<file path="src/rtl/vga_mux_ctrl.sv">
`default_nettype none
// ============================================================================
// vga_mux_ctrl : frame-synchronous VGA mux selection (manual / step / demo)
// Option: VGA_MUX_CTRL_SKIP_TEST_EN  Revision: 1.0
// ============================================================================
module vga_mux_ctrl #(
   parameter int DEBOUNCE_CYCLES = 650000,
   parameter int DEMO_FRAMES     = 120
) (
   input  logic       clk_in,
   input  logic       rst_in,
   input  logic [3:0] sw_sel_in,
   input  logic       btn_next_in,
   input  logic       btn_mode_in,
   input  logic       new_frame_in,
   output logic [3:0] sel_out,
   output logic       demo_active_out,
   output logic       sel_changed_out
);
   localparam int DB_W = $clog2(DEBOUNCE_CYCLES + 1);
   localparam int FC_W = (DEMO_FRAMES > 1) ? $clog2(DEMO_FRAMES) : 1;
   localparam logic [DB_W-1:0] c_DB_LAST = DB_W'(DEBOUNCE_CYCLES - 1);
   localparam logic [FC_W-1:0] c_FC_LAST = FC_W'(DEMO_FRAMES - 1);

   typedef enum logic [1:0] {
      S_MANUAL = 2'd0,
      S_STEP   = 2'd1,
      S_DEMO   = 2'd2
   } state_t;

   logic [3:0] r_sw_meta, r_sw_sync;
   logic [1:0] r_btn_meta, r_btn_sync;   // bit 0 = next, bit 1 = mode
   logic [1:0] w_btn_pulse;

   always_ff @(posedge clk_in) begin
      if (rst_in) begin
         r_sw_meta  <= '0;
         r_sw_sync  <= '0;
         r_btn_meta <= '0;
         r_btn_sync <= '0;
      end else begin
         r_sw_meta  <= sw_sel_in;
         r_sw_sync  <= r_sw_meta;
         r_btn_meta <= {btn_mode_in, btn_next_in};
         r_btn_sync <= r_btn_meta;
      end
   end

   for (genvar gi = 0; gi < 2; gi++) begin : g_db
      logic [DB_W-1:0] r_cnt;
      logic            r_acc, r_acc_d, r_pulse;

      always_ff @(posedge clk_in) begin
         if (rst_in) begin
            r_cnt   <= '0;
            r_acc   <= 1'b0;
            r_acc_d <= 1'b0;
            r_pulse <= 1'b0;
         end else begin
            r_acc_d <= r_acc;
            r_pulse <= r_acc & ~r_acc_d;
            if (r_btn_sync[gi] == r_acc) begin
               r_cnt <= '0;
            end else if (r_cnt == c_DB_LAST) begin
               r_cnt <= '0;
               r_acc <= ~r_acc;
            end else begin
               r_cnt <= r_cnt + 1'b1;
            end
         end
      end

      assign w_btn_pulse[gi] = r_pulse;
   end

   function automatic logic [3:0] f_nxt(input logic [3:0] x);
`ifdef VGA_MUX_CTRL_SKIP_TEST_EN
      f_nxt = (x >= 4'd11) ? 4'd0 : x + 4'd1;
`else
      f_nxt = x + 4'd1;
`endif
   endfunction

   state_t          r_state, w_state_nx;
   logic [3:0]      r_sel, r_pend, w_sel_nx, w_pend_nx;
   logic [FC_W-1:0] r_fcnt, w_fcnt_nx;
   logic            r_demo, r_chg;
   logic            w_next_p, w_mode_p;

   assign w_next_p = w_btn_pulse[0];
   assign w_mode_p = w_btn_pulse[1];

   always_ff @(posedge clk_in) begin
      if (rst_in) begin
         r_state <= S_MANUAL;
         r_sel   <= '0;
         r_pend  <= '0;
         r_fcnt  <= '0;
         r_demo  <= 1'b0;
         r_chg   <= 1'b0;
      end else begin
         r_state <= w_state_nx;
         r_sel   <= w_sel_nx;
         r_pend  <= w_pend_nx;
         r_fcnt  <= w_fcnt_nx;
         r_demo  <= (w_state_nx == S_DEMO);
         r_chg   <= (w_sel_nx != r_sel);
      end
   end

   // Frame update uses the current state; a mode pulse then overrides the state.
   always_comb begin
      w_state_nx = r_state;
      w_sel_nx   = r_sel;
      w_pend_nx  = r_pend;
      w_fcnt_nx  = r_fcnt;
      case (r_state)
         S_MANUAL: begin
            if (new_frame_in) w_sel_nx = r_sw_sync;
            if (w_mode_p) begin
               w_state_nx = S_STEP;
               w_pend_nx  = r_sel;
            end
         end
         S_STEP: begin
            if (new_frame_in) w_sel_nx = r_pend;
            if (w_mode_p) begin
               w_state_nx = S_DEMO;
               w_fcnt_nx  = '0;
            end else if (w_next_p) begin
               w_pend_nx = f_nxt(r_pend);
            end
         end
         S_DEMO: begin
            if (new_frame_in) begin
               if (r_fcnt == c_FC_LAST) begin
                  w_fcnt_nx = '0;
                  w_sel_nx  = f_nxt(r_sel);
               end else begin
                  w_fcnt_nx = r_fcnt + 1'b1;
               end
            end
            if (w_mode_p) w_state_nx = S_MANUAL;
         end
         default: w_state_nx = S_MANUAL;
      endcase
   end

   assign sel_out         = r_sel;
   assign demo_active_out = r_demo;
   assign sel_changed_out = r_chg;

endmodule
`default_nettype wire

</file>
<file path="config.mk">
export PLATFORM = sky130hd
export DESIGN_NAME = vga_mux_ctrl
export DESIGN_NICKNAME = d
export VERILOG_FILES = /design/src/rtl/vga_mux_ctrl.sv
export SDC_FILE = /design/constraint.sdc
export NUM_CORES = 1
export LEC_CHECK = 0
export ABC_AREA = 1
export BUFFER_PORTS_ARGS = -buffer_cell sky130_fd_sc_hd__buf_4
export CAP_MARGIN = 20
export CORE_UTILIZATION = 48
export CTS_CLUSTER_SIZE = 30
export DETAILED_ROUTE_END_ITERATION = 10
export HOLD_SLACK_MARGIN = 0.05
export PLACE_DENSITY = 0.76
export SYNTH_ARGS = -nofsm -noshare
export SYNTH_HDL_FRONTEND = slang
export SYNTH_SLANG_ARGS = --single-unit
</file>
<file path="constraint.sdc">
create_clock -name clk_in -period 1.93 [get_ports clk_in]
set_clock_uncertainty 0.05 [all_clocks]
set_input_delay 0.2895 -clock clk_in [delete_from_list [all_inputs] [get_ports clk_in]]
set_output_delay 0.2895 -clock clk_in [all_outputs]
set_load 0.02 [all_outputs]
</file>
==> impl_metrics.prom <==
# TYPE chip_impl_metric gauge
chip_impl_info{name="post_synth_main_area_contributors",value="dfxtp_1 41%, nand2_1 8.9%, inv_1 6.2%, nor2_1 5.5%, a21oi_1 4.3%"} 1
chip_impl_info{name="category_of_the_worst_setup_path_launch_point",value="register"} 1
chip_impl_metric{name="period_minus_slack",unit="ps"} 1730
chip_impl_metric{name="fillCellCount",unit=""} 689
chip_impl_info{name="timing.hold.worst_endpoint",value="r_sw_meta[0]$_SDFF_PP0_"} 1
chip_impl_info{name="status",value="finished, final reports clean"} 1
chip_impl_metric{name="tightestPinTransition",unit="ps"} 394
chip_impl_metric{name="synth_fa_ha_area_share",unit="%"} 1.66
chip_impl_metric{name="cts-hold-fix-buffers",unit=""} 0
chip_impl_metric{name="synth.ff_latch_count",unit=""} 77
chip_impl_metric{name="timing_hold_violations_final",unit=""} 0
chip_impl_metric{name="critPathBufInv",unit=""} 0
chip_impl_metric{name="antenna-diode-count",unit=""} 0
chip_impl_info{name="most_common_cell_after_layout_fill_and_taps_aside",value="nand2_1"} 1
chip_impl_metric{name="timing.critical_path.arrival",unit="ps"} 1920
chip_impl_metric{name="maximum_buffer_depth_of_the_clock_tree",unit=""} 2
chip_impl_metric{name="dp_slack",unit="ps"} 169
chip_impl_metric{name="die_width",unit="µm"} 90.5
chip_impl_metric{name="yosysUniqueCellTypes",unit=""} 41
chip_impl_info{name="hold_crit_start",value="sw_sel_in[0]"} 1
chip_impl_info{name="regToRegStartpoint",value="r_fcnt[0]$_SDFFE_PP0P_"} 1
chip_impl_info{name="critical_path.top_delay_family",value="simple AND/OR/NAND/NOR gates"} 1
chip_impl_metric{name="seq_area",unit="µm²"} 1540
chip_impl_metric{name="remaining_drc_errors",unit=""} 0
chip_impl_metric{name="maximum_number_of_pins_on_one_net_before_global_route_repair",unit=""} 28
chip_impl_metric{name="synth.top_cell.area_share",unit="%"} 41.0
chip_impl_metric{name="port-buffer-count",unit=""} 14
chip_impl_metric{name="clock-sinks",unit=""} 77
chip_impl_metric{name="placement_rows",unit=""} 31
chip_impl_metric{name="gp_congestion",unit=""} 0.835
chip_impl_metric{name="grt_util_all_layers",unit="%"} 18.8
chip_impl_metric{name="power_density",unit="nW/µm²"} 706
chip_impl_metric{name="slew_headroom",unit="%"} 73.5
chip_impl_metric{name="leakage_power_total",unit="nW"} 1.53
chip_impl_info{name="cts.root.buffer_cell",value="clkbuf_8"} 1
chip_impl_info{name="end_kind",value="register"} 1
chip_impl_metric{name="critical_path.max_stage_delay",unit="ps"} 360
chip_impl_info{name="critPathKind",value="register to register"} 1
chip_impl_metric{name="core_area",unit="µm²"} 7410
chip_impl_metric{name="multi_input_area",unit="µm²"} 1880
chip_impl_metric{name="hold-path-cell-count",unit=""} 3
chip_impl_metric{name="placed_cells_incl_taps",unit=""} 608
chip_impl_metric{name="timing.critical_path.fanout_max",unit=""} 8
chip_impl_metric{name="min_period_over_period",unit="%"} 89.7
chip_impl_metric{name="nets",unit=""} 536
chip_impl_metric{name="number_of_global_route_vias_before_repair",unit=""} 2940
chip_impl_metric{name="mappedNetlistArea",unit="µm²"} 3760
chip_impl_metric{name="worst_ep_required_time",unit="ps"} 2110
chip_impl_metric{name="synthCells",unit=""} 503
chip_impl_metric{name="boundaryPins",unit=""} 15
chip_impl_info{name="crit_path_top_delay_cell",value="dfxtp_2"} 1
chip_impl_metric{name="via_count",unit=""} 3222
chip_impl_metric{name="timing.reg2reg.worst_path_depth",unit=""} 12
chip_impl_metric{name="vertical_extent_of_the_die",unit="µm"} 90.5
chip_impl_metric{name="route.detailed.vias_per_inst",unit=""} 5.15
chip_impl_metric{name="setup.reg_to_reg.worst_slack",unit="ps"} 200
chip_impl_info{name="grt_setup_unrepaired",value="false"} 1
chip_impl_metric{name="final-instance-count-excl-fill",unit=""} 626
chip_impl_metric{name="wire_per_inst",unit="µm"} 11.3
chip_impl_metric{name="irDropWorstVdd",unit="mV"} 0.454
chip_impl_metric{name="start_util",unit="%"} 50.8
chip_impl_info{name="timing.rr.end",value="sel_changed_out$_SDFF_PP0_"} 1
chip_impl_metric{name="muxShareOfSynthArea",unit="%"} 0
chip_impl_metric{name="fin_setup_tns",unit="ps"} 0
chip_impl_metric{name="grt_first_pass_wirelength",unit="µm"} 12700
chip_impl_info{name="dominantRegCellSynth",value="dfxtp_1"} 1
chip_impl_metric{name="maxCapViolCount",unit=""} 0
chip_impl_metric{name="synth-compound-area-share",unit="%"} 8.98
chip_impl_metric{name="number_of_optimization_iterations_in_the_first_detailed_route_pass",unit=""} 5
chip_impl_metric{name="post-route-cell-area",unit="µm²"} 4160
chip_impl_metric{name="achievable_freq",unit="MHz"} 577
chip_impl_metric{name="fraction_of_the_mapped_netlist_area_in_simple_logic_gates",unit="%"} 35.6
chip_impl_metric{name="drive_above_1_share",unit="%"} 18.2
chip_impl_metric{name="globalRoute.totalOverflow",unit=""} 0
chip_impl_metric{name="flow.area_growth_from_synthesis",unit="%"} 10.7
chip_impl_metric{name="detailedRoute.firstIterationViolations",unit=""} 203
chip_impl_metric{name="setup_viol_count_final",unit=""} 0
chip_impl_metric{name="synth_edf_count",unit=""} 0
chip_impl_info{name="post-synth-top-area-cell",value="dfxtp_1"} 1
chip_impl_info{name="holdCritPathClass",value="primary input to register"} 1
chip_impl_metric{name="totalWireLength",unit="µm"} 7100
chip_impl_metric{name="final_hpwl_dp",unit="µm"} 5070
chip_impl_metric{name="insertion_delay",unit="ps"} 350
chip_impl_metric{name="clock_tree.htree_level_count",unit=""} 3
chip_impl_metric{name="detailed_place.area",unit="µm²"} 3930
chip_impl_metric{name="synthXorXnorAreaFrac",unit="%"} 3.26
chip_impl_metric{name="yosysWarningCount",unit=""} 0
chip_impl_metric{name="syn-mean-instance-area",unit="µm²"} 7.48
chip_impl_metric{name="die_area",unit="µm²"} 8190
chip_impl_info{name="path_common_cell",value="nand2_1"} 1
chip_impl_info{name="synth_top_family_by_area",value="simple AND/OR/NAND/NOR gates"} 1
chip_impl_metric{name="fin_ws",unit="ps"} 198
chip_impl_metric{name="clkSlewWorstSetupHoldPaths",unit="ps"} 80
chip_impl_metric{name="maxSlewViolCount",unit=""} 0
chip_impl_info{name="tritoncts",value="yes"} 1
chip_impl_metric{name="synth_fp_nets",unit=""} 517
chip_impl_metric{name="numCtsBuffers",unit=""} 9
chip_impl_info{name="mostFrequentLayoutCells",value="89 x nand2_1, 75 x dfxtp_1, 62 x inv_1"} 1
chip_impl_metric{name="seq_area_frac_synth",unit="%"} 41.0
chip_impl_info{name="crit_path_cell_trace",value="ha_2, nand3_2, nor2_4, nand3_1, nand3_1, nand2_1, nand2_1, nand2_1, nand2_1, nand2_1, nor2_1, nor2_1"} 1
chip_impl_metric{name="postRouteAntennaNets",unit=""} 0
chip_impl_metric{name="postSynth.asyncResetShare",unit="%"} 0
chip_impl_metric{name="grt_antenna_before_repair",unit=""} 0
per-stage QoR:
step | total power [mW] | hold slack [ps] | utilization (%)
finish | 2.94 | 90.6 | 56.2
global route | 3.06 | 80.9 | 56.2
floorplan | 1.72 | 323 | -
detailed placement | 1.75 | 341 | 53.0
global placement | 1.75 | 331 | 53.0
CTS | 2.97 | 80.1 | 55.8
cell families (layout without fill, tap and decap cells):
| logic type | after synthesis | after routing |
|---|---|---|
| xor gates and xnor gates | 14 | 14 |
| adders and majority gates | 5 | 5 |
| and+or+nand+nor | 262 | 262 |
| DFF | 77 | 77 |
| AOI/OAI and AO/OA | 61 | 61 |
| buffers and inverters | 84 | 108 |
layer usage:
metal,up-vias,track usage (%),part of all wire (%)
li1,1683,-,-
met1,1467,23.9,48
met2,60,30.7,47
met3,12,4.29,3.9
met4,0,7.26,1.4
met5,-,0,0
synthesized netlist by cell type (2+ instances only):
library cell   n
nor3_1        18
inv_1         62
nor2_1        55
a211oi_1       2
a21oi_2        2
nand4_1       16
xnor2_1        5
nor4_2         2
or2_2          4
o21ai_1        4
ha_1           5
buf_4          6
o21bai_1       2
inv_2         10
dfxtp_1       77
nand2_2        7
nor3b_1        4
nor4_1         8
nor3b_2        2
a21oi_1       32
xor2_1         9
a31oi_1        3
o21ai_0       15
nor2_2        10
nand2_1       89
nand4_2        3
buf_1          2
nor2_4         5
nor3_2         7
nand3_1       26
registers in the layout, summed over array words and instances, names as in the netlist, 4 cells and up:
register,flops
r_fcnt,7
r_sw_sync,4
sel_out,4
g_db.r_cnt,40
r_sw_meta,4
r_pend,4
report_power, final:
group,switching (mW),leakage (nW),internal [mW]
clock network,0.594,0.0995,0.635
logic,0.0611,0.809,0.0375
registers,0.00903,0.624,1.60
total,0.664,1.53,2.28
worst reg2reg max path, cell delays in order, from the launching register on:
cell     delay [ps]
dfxtp_2         360
ha_2            200
nand3_2         100
nor2_4          200
nand3_1         100
nand3_1         100
nand2_1          70
nand2_1          90
nand2_1          70
nand2_1          60
nand2_1          50
nor2_1          130
nor2_1           50
area by class of cell:
class                           count  area share, %
Clock inverter                      5           1.44
Timing Repair Buffer               19           3.43
Tap cell                           99           2.97
Inverter                           73           6.61
Multi-Input combinational cell    342           45.1
Clock buffer                       11           3.40
Sequential cell                    77           37.1
how the worst max path moves through the flow:
stage / startpoint / endpoint / slack, ps / cells past startpoint
floorplan: g_db[1].r_cnt[0]$_SDFF_PP0_ / g_db[1].r_cnt[18]$_SDFF_PP0_ / 370 / 10
detailed placement: r_fcnt[0]$_SDFFE_PP0P_ / sel_changed_out$_SDFF_PP0_ / 170 / 12
CTS: r_fcnt[0]$_SDFFE_PP0P_ / sel_changed_out$_SDFF_PP0_ / 150 / 12
finish: r_fcnt[0]$_SDFFE_PP0P_ / sel_changed_out$_SDFF_PP0_ / 200 / 12
global route: r_fcnt[0]$_SDFFE_PP0P_ / sel_changed_out$_SDFF_PP0_ / 20 / 12
global placement: r_fcnt[0]$_SDFFE_PP0P_ / sel_changed_out$_SDFF_PP0_ / 200 / 12
what timing repair did:
item                                    CTS  global route
setup buffers                             0             2
gates resized for setup                   0             6
endpoints found under the setup margin    0            22
hold endpoints to repair                  0             0
Power figures use the tool's default switching activity.
